$ cat config.mk
export PLATFORM = sky130hd
export DESIGN_NAME = jts16_bank_sched_flat
export DESIGN_NICKNAME = d
export VERILOG_FILES = /design/src/rtl/jts16_bank_sched_if.sv /design/src/rtl/jts16_bank_sched.sv /design/src/flat_wrapper.sv
export SDC_FILE = /design/constraint.sdc
export NUM_CORES = 1
export LEC_CHECK = 0
export BUFFER_PORTS_ARGS = -buffer_cell sky130_fd_sc_hd__buf_2
export CAP_MARGIN = 15
export CORE_MARGIN = 2
export CORE_UTILIZATION = 43
export DETAILED_ROUTE_END_ITERATION = 10
export PLACE_DENSITY = 0.74
export SETUP_SLACK_MARGIN = 0.4
export SYNTH_ARGS = -nofsm -noshare
export SYNTH_HDL_FRONTEND = slang
export SYNTH_SLANG_ARGS = --single-unit
$ cat constraint.sdc
create_clock -name clk -period 2.84 [get_ports clk]
set_clock_uncertainty 0.2 [all_clocks]
set_input_delay 0.142 -clock clk [delete_from_list [all_inputs] [get_ports clk]]
set_output_delay 0.142 -clock clk [all_outputs]
set_load 0.01 [all_outputs]
$ cat src/rtl/jts16_bank_sched_if.sv
// Bank-port and SDRAM-command bundle for jts16_bank_sched.
// master: the scheduler side; slave: banks plus SDRAM controller.
interface jts16_bank_sched_if #(
    parameter int unsigned AW = 22
);
    logic          downloading;
    logic [3:0]    ba_rd;
    logic          ba_wr;
    logic [AW-1:0] ba0_addr;
    logic [AW-1:0] ba1_addr;
    logic [AW-1:0] ba2_addr;
    logic [AW-1:0] ba3_addr;
    logic [15:0]   ba0_din;
    logic [1:0]    ba0_din_m;
    logic [3:0]    ba_ack;
    logic [3:0]    ba_dst;
    logic [3:0]    ba_dok;
    logic [3:0]    ba_rdy;
    logic          sch_err;
    logic          cmd_req;
    logic          cmd_wr;
    logic [1:0]    cmd_ba;
    logic [AW-1:0] cmd_addr;
    logic [15:0]   cmd_din;
    logic [1:0]    cmd_mask;
    logic [1:0]    cmd_len;
    logic          cmd_ack;
    logic          cmd_dst;
    logic          cmd_dok;
    logic          cmd_rdy;
    logic          rfsh_req;
    logic          rfsh_ack;

    modport master (
        input  downloading, ba_rd, ba_wr, ba0_addr, ba1_addr, ba2_addr, ba3_addr,
        input  ba0_din, ba0_din_m,
        output ba_ack, ba_dst, ba_dok, ba_rdy, sch_err,
        output cmd_req, cmd_wr, cmd_ba, cmd_addr, cmd_din, cmd_mask, cmd_len,
        input  cmd_ack, cmd_dst, cmd_dok, cmd_rdy,
        output rfsh_req,
        input  rfsh_ack
    );

    modport slave (
        output downloading, ba_rd, ba_wr, ba0_addr, ba1_addr, ba2_addr, ba3_addr,
        output ba0_din, ba0_din_m,
        input  ba_ack, ba_dst, ba_dok, ba_rdy, sch_err,
        input  cmd_req, cmd_wr, cmd_ba, cmd_addr, cmd_din, cmd_mask, cmd_len,
        output cmd_ack, cmd_dst, cmd_dok, cmd_rdy,
        input  rfsh_req,
        output rfsh_ack
    );
endinterface

$ cat src/rtl/jts16_bank_sched.sv
// Round-robin scheduler of four S16 bank ports onto one SDRAM command port, with auto-refresh.
// Optional JTS16_BANK_PRIO_EN: bank 0 wins over banks 1-3 (urgent refresh still wins over it).
module jts16_bank_sched #(
    parameter int unsigned AW          = 22,
    parameter int unsigned REFRESH_CYC = 384,
    parameter int unsigned TIMEOUT     = 255,
    parameter int unsigned LEN0        = 1,
    parameter int unsigned LEN1        = 1,
    parameter int unsigned LEN2        = 2,
    parameter int unsigned LEN3        = 1
) (
    input  logic                   clk,
    input  logic                   rst_n,
    jts16_bank_sched_if.master     bus
);
    localparam int unsigned CW = $clog2(3 * REFRESH_CYC + 1);
    localparam int unsigned TW = 8;

    typedef enum logic [1:0] {S_IDLE, S_ISSUE, S_WAIT, S_RFSH} state_t;

    typedef struct packed {
        logic          wr;
        logic [1:0]    ba;
        logic [AW-1:0] addr;
        logic [15:0]   din;
        logic [1:0]    mask;
        logic [1:0]    len;
    } cmd_t;

    state_t        r_state, w_state_nx;
    logic [1:0]    r_ptr, w_ptr_nx;
    cmd_t          r_cmd, w_cmd_nx;
    logic [TW-1:0] r_tmo, w_tmo_nx;
    logic [CW-1:0] r_cnt;
    logic          r_cmd_req, r_rfsh_req, r_sch_err, w_err_nx;
    logic [3:0]    r_ba_ack, w_ack_nx;
    logic          w_rfsh_done;
    logic [3:0]    w_elig, w_rr;
    logic          w_found;
    logic [1:0]    w_pick, w_idx;
    logic          w_urgent, w_pending;
    logic [3:0]    w_sel;

    assign w_elig    = bus.downloading ? 4'b0000 : {bus.ba_rd[3:1], bus.ba_rd[0] | bus.ba_wr};
    assign w_urgent  = r_cnt >= CW'(2 * REFRESH_CYC);
    assign w_pending = r_cnt >= CW'(REFRESH_CYC);
    assign w_sel     = 4'b0001 << r_cmd.ba;

    // First eligible bank after ptr; bank 0 may bypass the rotation
    always_comb begin
        w_found = 1'b0;
        w_pick  = 2'd0;
        w_idx   = 2'd0;
`ifdef JTS16_BANK_PRIO_EN
        w_rr = {w_elig[3:1], 1'b0};
`else
        w_rr = w_elig;
`endif
        for (int i = 1; i <= 4; i++) begin
            w_idx = r_ptr + 2'(i);
            if (!w_found && w_rr[w_idx]) begin
                w_found = 1'b1;
                w_pick  = w_idx;
            end
        end
`ifdef JTS16_BANK_PRIO_EN
        if (w_elig[0]) begin
            w_found = 1'b1;
            w_pick  = 2'd0;
        end
`endif
    end

    always_comb begin
        w_state_nx  = r_state;
        w_ptr_nx    = r_ptr;
        w_cmd_nx    = r_cmd;
        w_tmo_nx    = r_tmo;
        w_ack_nx    = 4'b0000;
        w_err_nx    = 1'b0;
        w_rfsh_done = 1'b0;
        case (r_state)
            S_IDLE: begin
                if (w_urgent || (w_pending && !w_found)) begin
                    w_state_nx = S_RFSH;
                end else if (w_found) begin
                    w_state_nx    = S_ISSUE;
                    w_cmd_nx.wr   = bus.ba_wr && (w_pick == 2'd0);
                    w_cmd_nx.ba   = w_pick;
                    w_cmd_nx.din  = bus.ba0_din;
                    w_cmd_nx.mask = bus.ba0_din_m;
                    case (w_pick)
                        2'd0: begin w_cmd_nx.addr = bus.ba0_addr; w_cmd_nx.len = 2'(LEN0); end
                        2'd1: begin w_cmd_nx.addr = bus.ba1_addr; w_cmd_nx.len = 2'(LEN1); end
                        2'd2: begin w_cmd_nx.addr = bus.ba2_addr; w_cmd_nx.len = 2'(LEN2); end
                        2'd3: begin w_cmd_nx.addr = bus.ba3_addr; w_cmd_nx.len = 2'(LEN3); end
                    endcase
                    // Writes are always single-word
                    if (bus.ba_wr && (w_pick == 2'd0)) w_cmd_nx.len = 2'd1;
                end
            end
            S_ISSUE: begin
                if (bus.cmd_ack) begin
                    w_state_nx = S_WAIT;
                    w_ack_nx   = w_sel;
                    w_tmo_nx   = '0;
                end
            end
            S_WAIT: begin
                if (bus.cmd_rdy) begin
                    w_state_nx = S_IDLE;
                    w_ptr_nx   = r_cmd.ba;
                end else if (r_tmo == TW'(TIMEOUT - 1)) begin
                    w_state_nx = S_IDLE;
                    w_ptr_nx   = r_cmd.ba;
                    w_err_nx   = 1'b1;
                end else begin
                    w_tmo_nx = r_tmo + TW'(1);
                end
            end
            S_RFSH: begin
                if (bus.rfsh_ack) begin
                    w_state_nx  = S_IDLE;
                    w_rfsh_done = 1'b1;
                end
            end
            default: w_state_nx = S_IDLE;
        endcase
    end

    always_ff @(posedge clk or negedge rst_n) begin
        if (!rst_n) begin
            r_state    <= S_IDLE;
            r_ptr      <= 2'd3;
            r_cmd      <= '0;
            r_tmo      <= '0;
            r_cmd_req  <= 1'b0;
            r_rfsh_req <= 1'b0;
            r_ba_ack   <= 4'b0000;
            r_sch_err  <= 1'b0;
        end else begin
            r_state    <= w_state_nx;
            r_ptr      <= w_ptr_nx;
            r_cmd      <= w_cmd_nx;
            r_tmo      <= w_tmo_nx;
            r_cmd_req  <= (w_state_nx == S_ISSUE);
            r_rfsh_req <= (w_state_nx == S_RFSH);
            r_ba_ack   <= w_ack_nx;
            r_sch_err  <= w_err_nx;
        end
    end

    // Refresh debt: grows every cycle, saturates at three intervals
    always_ff @(posedge clk or negedge rst_n) begin
        if (!rst_n) begin
            r_cnt <= '0;
        end else if (w_rfsh_done) begin
            r_cnt <= r_cnt - CW'(REFRESH_CYC);
        end else if (r_cnt != CW'(3 * REFRESH_CYC)) begin
            r_cnt <= r_cnt + CW'(1);
        end
    end

    assign bus.cmd_req  = r_cmd_req;
    assign bus.cmd_wr   = r_cmd.wr;
    assign bus.cmd_ba   = r_cmd.ba;
    assign bus.cmd_addr = r_cmd.addr;
    assign bus.cmd_din  = r_cmd.din;
    assign bus.cmd_mask = r_cmd.mask;
    assign bus.cmd_len  = r_cmd.len;
    assign bus.rfsh_req = r_rfsh_req;
    assign bus.ba_ack   = r_ba_ack;
    assign bus.sch_err  = r_sch_err;
    assign bus.ba_dst   = (r_state == S_WAIT && bus.cmd_dst) ? w_sel : 4'b0000;
    assign bus.ba_dok   = (r_state == S_WAIT && bus.cmd_dok) ? w_sel : 4'b0000;
    assign bus.ba_rdy   = (r_state == S_WAIT && bus.cmd_rdy) ? w_sel : 4'b0000;
endmodule
$ cat src/flat_wrapper.sv
// flat-port wrapper written by rule: the top's interface ports become plain ports
module jts16_bank_sched_flat 
#(
    parameter int unsigned AW          = 22,
    parameter int unsigned REFRESH_CYC = 384,
    parameter int unsigned TIMEOUT     = 255,
    parameter int unsigned LEN0        = 1,
    parameter int unsigned LEN1        = 1,
    parameter int unsigned LEN2        = 2,
    parameter int unsigned LEN3        = 1
)
  (clk, rst_n, bus_downloading, bus_ba_rd, bus_ba_wr, bus_ba0_addr, bus_ba1_addr, bus_ba2_addr, bus_ba3_addr, bus_ba0_din, bus_ba0_din_m, bus_ba_ack, bus_ba_dst, bus_ba_dok, bus_ba_rdy, bus_sch_err, bus_cmd_req, bus_cmd_wr, bus_cmd_ba, bus_cmd_addr, bus_cmd_din, bus_cmd_mask, bus_cmd_len, bus_cmd_ack, bus_cmd_dst, bus_cmd_dok, bus_cmd_rdy, bus_rfsh_req, bus_rfsh_ack);
  jts16_bank_sched_if #(.AW(AW)) bus_i ();
  input  logic clk;
  input  logic rst_n;
  input wire logic [$bits(bus_i.downloading)-1:0] bus_downloading;
  input wire logic [$bits(bus_i.ba_rd)-1:0] bus_ba_rd;
  input wire logic [$bits(bus_i.ba_wr)-1:0] bus_ba_wr;
  input wire logic [$bits(bus_i.ba0_addr)-1:0] bus_ba0_addr;
  input wire logic [$bits(bus_i.ba1_addr)-1:0] bus_ba1_addr;
  input wire logic [$bits(bus_i.ba2_addr)-1:0] bus_ba2_addr;
  input wire logic [$bits(bus_i.ba3_addr)-1:0] bus_ba3_addr;
  input wire logic [$bits(bus_i.ba0_din)-1:0] bus_ba0_din;
  input wire logic [$bits(bus_i.ba0_din_m)-1:0] bus_ba0_din_m;
  output wire logic [$bits(bus_i.ba_ack)-1:0] bus_ba_ack;
  output wire logic [$bits(bus_i.ba_dst)-1:0] bus_ba_dst;
  output wire logic [$bits(bus_i.ba_dok)-1:0] bus_ba_dok;
  output wire logic [$bits(bus_i.ba_rdy)-1:0] bus_ba_rdy;
  output wire logic [$bits(bus_i.sch_err)-1:0] bus_sch_err;
  output wire logic [$bits(bus_i.cmd_req)-1:0] bus_cmd_req;
  output wire logic [$bits(bus_i.cmd_wr)-1:0] bus_cmd_wr;
  output wire logic [$bits(bus_i.cmd_ba)-1:0] bus_cmd_ba;
  output wire logic [$bits(bus_i.cmd_addr)-1:0] bus_cmd_addr;
  output wire logic [$bits(bus_i.cmd_din)-1:0] bus_cmd_din;
  output wire logic [$bits(bus_i.cmd_mask)-1:0] bus_cmd_mask;
  output wire logic [$bits(bus_i.cmd_len)-1:0] bus_cmd_len;
  input wire logic [$bits(bus_i.cmd_ack)-1:0] bus_cmd_ack;
  input wire logic [$bits(bus_i.cmd_dst)-1:0] bus_cmd_dst;
  input wire logic [$bits(bus_i.cmd_dok)-1:0] bus_cmd_dok;
  input wire logic [$bits(bus_i.cmd_rdy)-1:0] bus_cmd_rdy;
  output wire logic [$bits(bus_i.rfsh_req)-1:0] bus_rfsh_req;
  input wire logic [$bits(bus_i.rfsh_ack)-1:0] bus_rfsh_ack;
  assign bus_i.downloading = bus_downloading;
  assign bus_i.ba_rd = bus_ba_rd;
  assign bus_i.ba_wr = bus_ba_wr;
  assign bus_i.ba0_addr = bus_ba0_addr;
  assign bus_i.ba1_addr = bus_ba1_addr;
  assign bus_i.ba2_addr = bus_ba2_addr;
  assign bus_i.ba3_addr = bus_ba3_addr;
  assign bus_i.ba0_din = bus_ba0_din;
  assign bus_i.ba0_din_m = bus_ba0_din_m;
  assign bus_ba_ack = bus_i.ba_ack;
  assign bus_ba_dst = bus_i.ba_dst;
  assign bus_ba_dok = bus_i.ba_dok;
  assign bus_ba_rdy = bus_i.ba_rdy;
  assign bus_sch_err = bus_i.sch_err;
  assign bus_cmd_req = bus_i.cmd_req;
  assign bus_cmd_wr = bus_i.cmd_wr;
  assign bus_cmd_ba = bus_i.cmd_ba;
  assign bus_cmd_addr = bus_i.cmd_addr;
  assign bus_cmd_din = bus_i.cmd_din;
  assign bus_cmd_mask = bus_i.cmd_mask;
  assign bus_cmd_len = bus_i.cmd_len;
  assign bus_i.cmd_ack = bus_cmd_ack;
  assign bus_i.cmd_dst = bus_cmd_dst;
  assign bus_i.cmd_dok = bus_cmd_dok;
  assign bus_i.cmd_rdy = bus_cmd_rdy;
  assign bus_rfsh_req = bus_i.rfsh_req;
  assign bus_i.rfsh_ack = bus_rfsh_ack;
  jts16_bank_sched #(.AW(AW), .REFRESH_CYC(REFRESH_CYC), .TIMEOUT(TIMEOUT), .LEN0(LEN0), .LEN1(LEN1), .LEN2(LEN2), .LEN3(LEN3)) u_core (.clk(clk), .rst_n(rst_n), .bus(bus_i));
endmodule
[Word level (Yosys, flattened, before mapping)]
Cells that the tools add are included.
Word-level totals
  flip-flop bits (word level): 75
  input bits: 119
  word-level logic and storage cells: 109
Cells by class
  reductions and logical operators: 22
  equality and inequality tests: 13
  shift-type cells: 1
  $add $sub $neg: 6
  bitwise gates (word level): 2
  multiplexer cells: 45
  order comparisons: 6
Operators with widths (number)
  one-hot mux 22 bit (4 select lines): 1
  two-way mux 2 bit: 13
  two-way mux 4 bit: 6
  two-way mux 8 bit: 3
  two-way mux 11 bit: 2
  one-hot mux 8 bit (2 select lines): 1
  two-way mux 1 bit: 13
  less-than comparator 2 x 3 -> 1 bit, second input constant: 4
  adder 11 x 1 -> 11 bit, second input constant: 1
  greater-or-equal comparator 11 x 10 -> 1 bit, second input constant: 1
  greater-or-equal comparator 11 x 9 -> 1 bit, second input constant: 1
  inequality test 11 bit, second input constant: 1
  subtractor 11 x 9 -> 11 bit, second input constant: 1
  equality test 2 bit, second input constant: 5
  adder 8 x 1 -> 8 bit, second input constant: 1
  binary-select mux 1 bit (select 2 bit): 4
  equality test 8 bit, second input constant: 1
  logical AND 1 bit: 8
  one-hot mux 2 bit (4 select lines): 1
  equality test 2 x 1 -> 1 bit, second input constant: 3
  inequality test 2 bit, second input constant: 3
  nonzero test 2 bit: 3
  adder 2 bit, second input constant: 2
  zero test 1 bit: 4
  other kinds (11): 12

[Longest topological paths before layout]
Gate-level depths: netlist of run 1.
  depth in word-level cells: 20
  mapped depth: 9
  gate-level depth less buffers: 8

[Least setup slack after synthesis of run 1]
No wires, ideal clock.
  path kind: reg2reg
  start point: register u_core.r_ptr[1]
  end point: register u_core.r_cmd, in the netlist u_core.bus.cmd_addr[0]
  stages on the path, launching flop included: 8
  data arrival time: 2.619 ns
  required time: 2.512 ns
  path buffers: 2
  library setup time: 0.128 ns
  path slack: -0.106 ns
  cells stage by stage: dfstp_2 buf_6 mux4_1 a21o_1 a21boi_4 buf_12 mux4_2 mux2_1
On the way
  longest elaborated chain between the ends: 18
  elaborated cells between the ends (all ways): 35
  classes of those cells: add/sub: 3; eq/ne: 3; mux: 17; bitwise: 1; reduce/logical: 11
RTL lines
  start, declared: line jts16_bank_sched.sv:31  | logic [1:0] r_ptr, w_ptr_nx;
  start signal, assigned: line jts16_bank_sched.sv:143  | r_ptr <= w_ptr_nx;
  parallel branches: the longest is 18 deep, another holds adder 2 x 1 -> 2 bit
  end signal, assigned: line jts16_bank_sched.sv:144  | r_cmd <= w_cmd_nx;
  end, declared: line jts16_bank_sched.sv:32  | cmd_t r_cmd, w_cmd_nx;
Parallel ways; which one is timed is not known. The select of a mux whose other input is x is not followed.
A chain may end at the register's enable or synchronous reset.

[Worst setup path in the final report of run 1]
  start point: register u_core.r_ptr[1]
  end point: register u_core.r_cmd, in the netlist u_core.bus.cmd_addr[6]
Same word-level chain as after synthesis.

==> results of run 1 <==
-- through the flow --
step / setup WS [ps] / power [µW] / utilization
after CTS: 0.3295 / 5576 / 0.6290
final: 9.719 / 5865 / 0.6470
after floorplan: -80.18 / 3566 / -
after detailed placement: -48.77 / 4398 / 0.5611
after global routing: -71.18 / 6217 / 0.6470
after global placement: 4.361 / 4283 / 0.5611
-- cells in the mapped netlist, drive strengths merged (2+ instances only) --
library cell,count,area [µm²]
nand2,17,63.81
a22o,2,17.52
xor2,6,52.55
mux4,25,589.3
dfstp,2,52.55
buf,14,112.6
nor3,10,50.05
dfrtp,73,1827
a21o,3,22.52
a21oi,8,40.04
nor2b,4,25.02
xnor2,10,87.58
ha,5,62.56
nor2,27,101.4
a31oi,2,12.51
nand2b,6,37.54
o22ai,2,12.51
and4,3,26.28
inv,9,33.79
mux2i,2,20.02
clkbuf,6,22.52
and3,5,31.28
or2,2,12.51
nand4,3,18.77
or3,2,12.51
mux2,44,495.5
a311oi,2,17.52
nand3,9,45.04
o21ai,8,40.03
-- registers in the layout, indices dropped and copies added, names as in the netlist, 2 cells and up --
signal,flops
u_core.r_tmo,8
u_core.bus.cmd_ba,2
u_core.bus.ba_ack,4
u_core.r_ptr,2
u_core.r_state,2
u_core.bus.cmd_addr,22
u_core.r_cnt,11
u_core.bus.cmd_len,2
u_core.bus.cmd_mask,2
u_core.bus.cmd_din,16
-- worst paths after layout --
path	startpoint	end	slack, ps	cells after the start
setup / recovery	u_core.r_ptr[1]	u_core.bus.cmd_addr[6]	10	6
min in group asynchronous	rst_n	u_core.r_cnt[6]	260	2
setup reg to reg	u_core.r_ptr[1]	u_core.bus.cmd_addr[6]	10	6
max in group asynchronous	rst_n	u_core.bus.cmd_din[7]	1540	2
hold / removal	bus_ba_wr	u_core.bus.cmd_wr	20	4
hold reg to reg	u_core.bus.cmd_len[1]	u_core.bus.cmd_len[1]	280	1
-- worst min-delay path: stages --
cell and delay [ps]:
buf_2 110, nand3_1 70, nor2_1 90, a22o_1 120
-- kinds of logic after synthesis --
| group | share of synthesized area |
|---|---|
| mux | 0.2709 |
| flops | 0.4607 |
| buf+inv | 0.04141 |
| xor+xnor | 0.03435 |
| fa+ha+maj | 0.01534 |
| simple gates | 0.1144 |
| compound gates | 0.06288 |
-- where the power goes --
part           total [µW]  switching (µW)  internal, µW
registers            1960             418          1540
logic                3040            1290          1750
clock network         867             446           421
-- final cells by class --
cell class | instances | area (µm²) | area share
multi-input combinational | 220 | 2143 | 0.3585
sequential | 75 | 1879 | 0.3144
timing repair buffer | 234 | 1551 | 0.2595
tap | 129 | 161.4 | 0.02700
clock buffer | 9 | 123.9 | 0.02072
clock inverter | 7 | 85.08 | 0.01423
inverter | 9 | 33.78 | 0.005651
-- metal layers --
metal / GRT usage / vias up
li1: - / 1645
met1: 0.2956 / 1771
met2: 0.3770 / 136
met3: 0.04348 / 29
met4: 0.09979 / 0
met5: 0 / -
-- timing repair --
| action | CTS | global route |
|---|---|---|
| resized for setup | 22 | 20 |
| setup endpoints to repair | 45 | 48 |
| hold buffers | 21 | 0 |
| hold endpoints to repair | 93 | 0 |
| cloned | 4 | 1 |
| setup buffers | 7 | 7 |
| pin swaps | 4 | 2 |
==> impl_metrics.tcl, run 1 <==
set metrics [dict create \
    status "complete, no violations" \
    clk_latency_ps 350 \
    clock_path_buffers 2 \
    finalNetCount 673 \
    dieWidth_um 101.4 \
    h-tree-depth 3 \
    dp.cells 627 \
    maxSlewHeadroom 0.3648 \
    yosysSeqAreaShare 0.4607 \
    setup_viol 0 \
    crit_path_start_kind "flop" \
    portBuffers 182 \
    cp_max_fo 17 \
    fin_hold_ws_ps 20.96 \
    crit_chain "mux4_2 > a21o_1 > a21boi_4 > buf_12 > mux4_2 > mux2_4" \
    grt_pass1_wl_mm 17.97 \
    initial_core_util 0.4414 \
    numCtsBuffers 9 \
    routed-via-count 3581 \
    post-route-period-util 0.9966 \
    antenna_found_initial 0 \
    fin_area_um2 5978 \
    drive_gt1_frac 0.5578 \
    synthToLayoutAreaGrowth_pct 46.56 \
    synth_fp_nets 448 \
    io_pins 183 \
    layout_commonest_cell "buf_2" \
    finalSetupTns_ps 0 \
    maxCapViolations 0 \
    routedWlPerCell_um 18.23 \
    max_freq_mhz 353.3 \
    clock-root-buffer "clkbuf_8" \
    hold_violations 0 \
    end_kind "flop" \
    critPathArrivalTime_ps 2870 \
    grt_pass1_vias 3603 \
    grt_overflow 0 \
    core_area_um2 9240 \
    cpMostUsedCell "mux4_2" \
    fill_cells 681 \
    antenna_cells 0 \
    crit_type "flop to flop" \
    async_flop_share 1.000 \
    cts.sinks 75 \
    synth_area_um2 4079 \
    path_buf_inv 1 \
    power_density_nw_per_um2 981.1 \
    cp.required_ps 2880 \
    wl_met2_mm 6.460 \
    synthFlopType "dfrtp_1" \
    p_leak_uw 0.003016 \
    top_layer_used "met4" \
    antenna_left 0 \
    final_cell_count_no_fill 683 \
    gp_congestion 0.9174 \
    tightest_slew_ps 952.8 \
    synth_edf_count 0 \
    synth_area_per_cell_um2 12.59 \
    met3WireLength_um 550 \
    dp_hpwl_mm 8.212 \
    cp_slowest_cell "dfstp_2" \
    row_count 35 \
    slew_violations 0 \
    cts_tree "yes" \
    grtUsageTotal 0.2287 \
    dpl-instance-area_um2 5185 \
    drt-initial-drc-count 109 \
    synthCells 324 \
    min_path_type "primary input to flop" \
    die_area_um2 10280 \
    die_y_um 101.4 \
    final_cell_mix "181 x buf_2, 73 x dfrtp_1, 28 x mux2_4" \
    met1Wirelength_mm 5.129 \
    slowest_delay_ps 590 \
    crit_family "multiplexers" \
    fin_crit_ps 2830 \
    first_pass_iters 4 \
    clkTransAtPathRegs_ps 90 \
    synth_cell_types 50 \
    synth-seq-cells 75 \
    grt_max_degree 76 \
    rsz0062_at_grt "true" \
    yosys_warnings 0 \
    wl_mm 12.45 \
    detail_route.vias_per_cell 5.243 \
    drc 0 \
    peakVddDrop_mv 0.5924 \
]
No activity file was read; power rests on OpenSTA's default activity.
==> inputs of run 2 (changes only) <==
--- a/config.mk
+++ b/config.mk
@@ -5,13 +5,14 @@
 export SDC_FILE = /design/constraint.sdc
 export NUM_CORES = 1
 export LEC_CHECK = 0
-export BUFFER_PORTS_ARGS = -buffer_cell sky130_fd_sc_hd__buf_2
 export CAP_MARGIN = 15
 export CORE_MARGIN = 2
-export CORE_UTILIZATION = 43
+export CORE_UTILIZATION = 56
 export DETAILED_ROUTE_END_ITERATION = 10
-export PLACE_DENSITY = 0.74
+export DONT_BUFFER_PORTS = 1
+export PLACE_DENSITY = 0.75
 export SETUP_SLACK_MARGIN = 0.4
+export SKIP_LAST_GASP = 1
 export SYNTH_ARGS = -nofsm -noshare
 export SYNTH_HDL_FRONTEND = slang
 export SYNTH_SLANG_ARGS = --single-unit
==> impl_metrics.tcl, run 2 <==
set metrics [dict create \
    synth.top_cell.area_share 0.4479 \
    synth_fp_nets 448 \
    initial_core_util 0.5715 \
    numCtsBuffers 9 \
    synthCells 324 \
    async_flop_share 1.000 \
    gp_congestion 0.9171 \
    dp_hpwl_mm 6.581 \
    io_pins 183 \
    cts.sinks 75 \
    row_count 31 \
    yosys_warnings 0 \
    clock_path_buffers 2 \
    yosysMostFrequentCell "dfrtp_1" \
    synth_edf_count 0 \
    synth_area_per_cell_um2 12.59 \
    synthFlopType "dfrtp_1" \
    yosysSeqAreaShare 0.4607 \
    stop_stage "clock tree synthesis (4_1_cts)" \
    cts_resized 17 \
    clock-root-buffer "clkbuf_8" \
    h-tree-depth 3 \
    synth-seq-cells 75 \
    synth_area_um2 4079 \
    die_y_um 89.35 \
    dieWidth_um 89.35 \
    status "did not finish" \
    cts_setup_buffers 4 \
    error "[ERROR RSZ-0060] Max buffer count reached." \
    synth_top_area_cell "dfrtp_1" \
    dpl-instance-area_um2 4249 \
    cts.hold.buffers_added 101 \
    portBuffers 0 \
    synth_area_leaders "dfrtp_1 45%, mux4_2 9.9%, mux2_2 7.7%" \
    synth_top_cells_by_count "73 x dfrtp_1, 28 x mux2_2, 27 x nor2_1" \
    synth_cell_types 50 \
]
==> run 2: cell counts after synthesis <==
Identical to the previous run, type by type.
==> run 2: cell families after synthesis <==
logic type	after synthesis	share of synthesized area
muxes	71	0.2709
and+or+nand+nor	93	0.1144
xor gates and xnor gates	16	0.03435
AOI/OAI and AO/OA	35	0.06288
DFF	75	0.4607
adders and majority gates	5	0.01534
buffers and inverters	29	0.04141
==> run 2: stage by stage <==
| step | setup TNS [ps] | util | std cells | hold WS [ps] | worst slack, ps |
|---|---|---|---|---|---|
| floorplan | -1265 | - | 324 | -353.6 | -80.18 |
| detailed placement | -34.41 | 0.5954 | 417 | -351.8 | -14.35 |
| global placement | 0 | 0.5954 | 417 | -351.1 | 21.48 |
==> inputs of run 3 (changes only) <==
--- a/config.mk
+++ b/config.mk
@@ -7,11 +7,10 @@
 export LEC_CHECK = 0
 export CAP_MARGIN = 15
 export CORE_MARGIN = 2
-export CORE_UTILIZATION = 56
+export CORE_UTILIZATION = 40
 export DETAILED_ROUTE_END_ITERATION = 10
 export DONT_BUFFER_PORTS = 1
-export PLACE_DENSITY = 0.75
-export SETUP_SLACK_MARGIN = 0.4
+export PLACE_DENSITY_LB_ADDON = 0.15
 export SKIP_LAST_GASP = 1
 export SYNTH_ARGS = -nofsm -noshare
 export SYNTH_HDL_FRONTEND = slang
==> constraint.sdc (replaced) <==
create_clock -name clk -period 3.7 [get_ports clk]
set_clock_uncertainty 0.2 [all_clocks]
set_input_delay 0.185 -clock clk [delete_from_list [all_inputs] [get_ports clk]]
set_output_delay 0.185 -clock clk [all_outputs]
set_load 0.01 [all_outputs]
==> impl_metrics.tcl, run 3 (same netlist as run 1, synthesis figures left out) <==
set metrics [dict create \
    total_power_uw 3662 \
    met1Wirelength_mm 4.183 \
    grtUsageTotal 0.1815 \
    synthToLayoutAreaGrowth_pct 21.69 \
    finalSetupTns_ps 0 \
    cp_max_fo 12 \
    critPathArrivalTime_ps 3610 \
    timing.rr.end "u_core.bus.cmd_addr[2]" \
    crit_chain "mux4_1 > a21o_1 > a21boi_4 > buf_12 > mux4_2 > dlygate4sd3_1 > mux2_1" \
    antenna_cells 0 \
    min_path_type "primary input to flop" \
    multi_input_area_um2 2031 \
    largest_reg_flops 22 \
    post-route-period-util 0.9643 \
    crit_path_start_kind "flop" \
    h-tree-depth 3 \
    fin_crit_ps 3568 \
    clock_path_buffers 2 \
    utilization 0.5055 \
    seqCellArea_um2 1879 \
    slew_violations 0 \
    row_count 36 \
    end_kind "flop" \
    layout_commonest_cell "dfrtp_1" \
    dieWidth_um 105.0 \
    wl_met2_mm 5.167 \
    drc 0 \
    grt_overflow 0 \
    clkTransAtPathRegs_ps 90 \
    maxCapViolations 0 \
    slowest_delay_ps 610 \
    wl_mm 10.06 \
    cts_tree "yes" \
    numCtsBuffers 9 \
    r2r_cells 7 \
    crit_start "u_core.r_ptr[1]" \
    cp_slowest_cell "dfstp_2" \
    grt_max_degree 76 \
    routedWlPerCell_um 19.43 \
    maxSlewHeadroom 0.5655 \
    path_buf_inv 2 \
    final_cell_mix "73 x dfrtp_1, 53 x dlygate4sd3_1, 28 x mux2_2" \
    clock-root-buffer "clkbuf_8" \
    detail_route.vias_per_cell 5.452 \
    portBuffers 0 \
    first_pass_iters 5 \
    cts_resized 0 \
    p_leak_uw 0.002099 \
    antenna_left 0 \
    layout_setup_ws_ps 132.0 \
    setup_viol 0 \
    status "complete, no violations" \
    core_area_um2 9819 \
    hold_violations 0 \
    grt_pass1_wl_mm 15.71 \
    place_ws_ps 576.0 \
    cp.required_ps 3740 \
    routed-via-count 2824 \
    die_area_um2 11020 \
    top_layer_used "met4" \
    cts.sinks 75 \
    cp-endpoint "u_core.bus.cmd_addr[2]" \
    tightest_slew_ps 648.7 \
    cp_num_cells 7 \
    grt_pass1_vias 2931 \
    die_y_um 105.0 \
    io_pins 183 \
    initial_core_util 0.4154 \
    finalNetCount 504 \
    fill_cells 867 \
    power_density_nw_per_um2 737.8 \
    crit_family "multiplexers" \
    drt-initial-drc-count 150 \
    peakVddDrop_mv 0.3227 \
    crit_type "flop to flop" \
    gp_congestion 0.7809 \
    dp_hpwl_mm 6.783 \
    dp.cells 441 \
    reg2reg_from "u_core.r_ptr[1]" \
    r2r_slack_ps 130 \
    max_freq_mhz 280.3 \
    rsz0062_at_grt "false" \
    final_cell_count_no_fill 518 \
    drive_gt1_frac 0.2156 \
    clk_latency_ps 340 \
    antenna_found_initial 0 \
    met3WireLength_um 544 \
]
==> run 3: how the worst min path moves through the flow <==
stage	slack (ps)	startpoint	endpoint	cells after the start
floorplan	-310	rst_n	u_core.bus.ba_ack[0]	0
global placement	-310	rst_n	u_core.bus.rfsh_req	0
detailed placement	-310	rst_n	u_core.bus.rfsh_req	0
CTS	1	bus_ba2_addr[19]	u_core.bus.cmd_addr[19]	2
global route	2	bus_ba2_addr[19]	u_core.bus.cmd_addr[19]	2
finish	9	bus_ba2_addr[19]	u_core.bus.cmd_addr[19]	2
==> run 3: layout make-up <==
type,instances,area share
inverter,9,0.006806
clock buffer,10,0.02571
sequential,75,0.3786
tap,133,0.03353
clock inverter,6,0.008571
multi-input combinational,220,0.4091
timing repair buffer,65,0.1376
==> run 3: where the power goes <==
part / leakage, µW / internal (µW) / switching [µW]
logic: 0.00110 / 850 / 576
registers: 0.000920 / 1190 / 496
clock network: 0.0000822 / 244 / 311
total: 0.00210 / 2280 / 1380
==> run 3: timing repair <==
item | CTS | global route
setup buffers | 0 | 6
endpoints found under the hold margin | 122 | 0
setup endpoints to repair | 0 | 15
hold buffers | 54 | 0
==> run 3: routing by layer <==
metal,GRT usage,vias up
met4,0.06476,0
met5,0,-
met3,0.04242,16
met1,0.2315,1408
li1,-,1307
met2,0.3019,93
==> run 3: metrics by stage <==
step	hold WS [ps]	area, µm²
final	9.393	4964
after global routing	2.122	4964
after CTS	1.078	4893
after detailed placement	-308.0	4165
after global placement	-308.1	4165
after floorplan	-310.6	4079
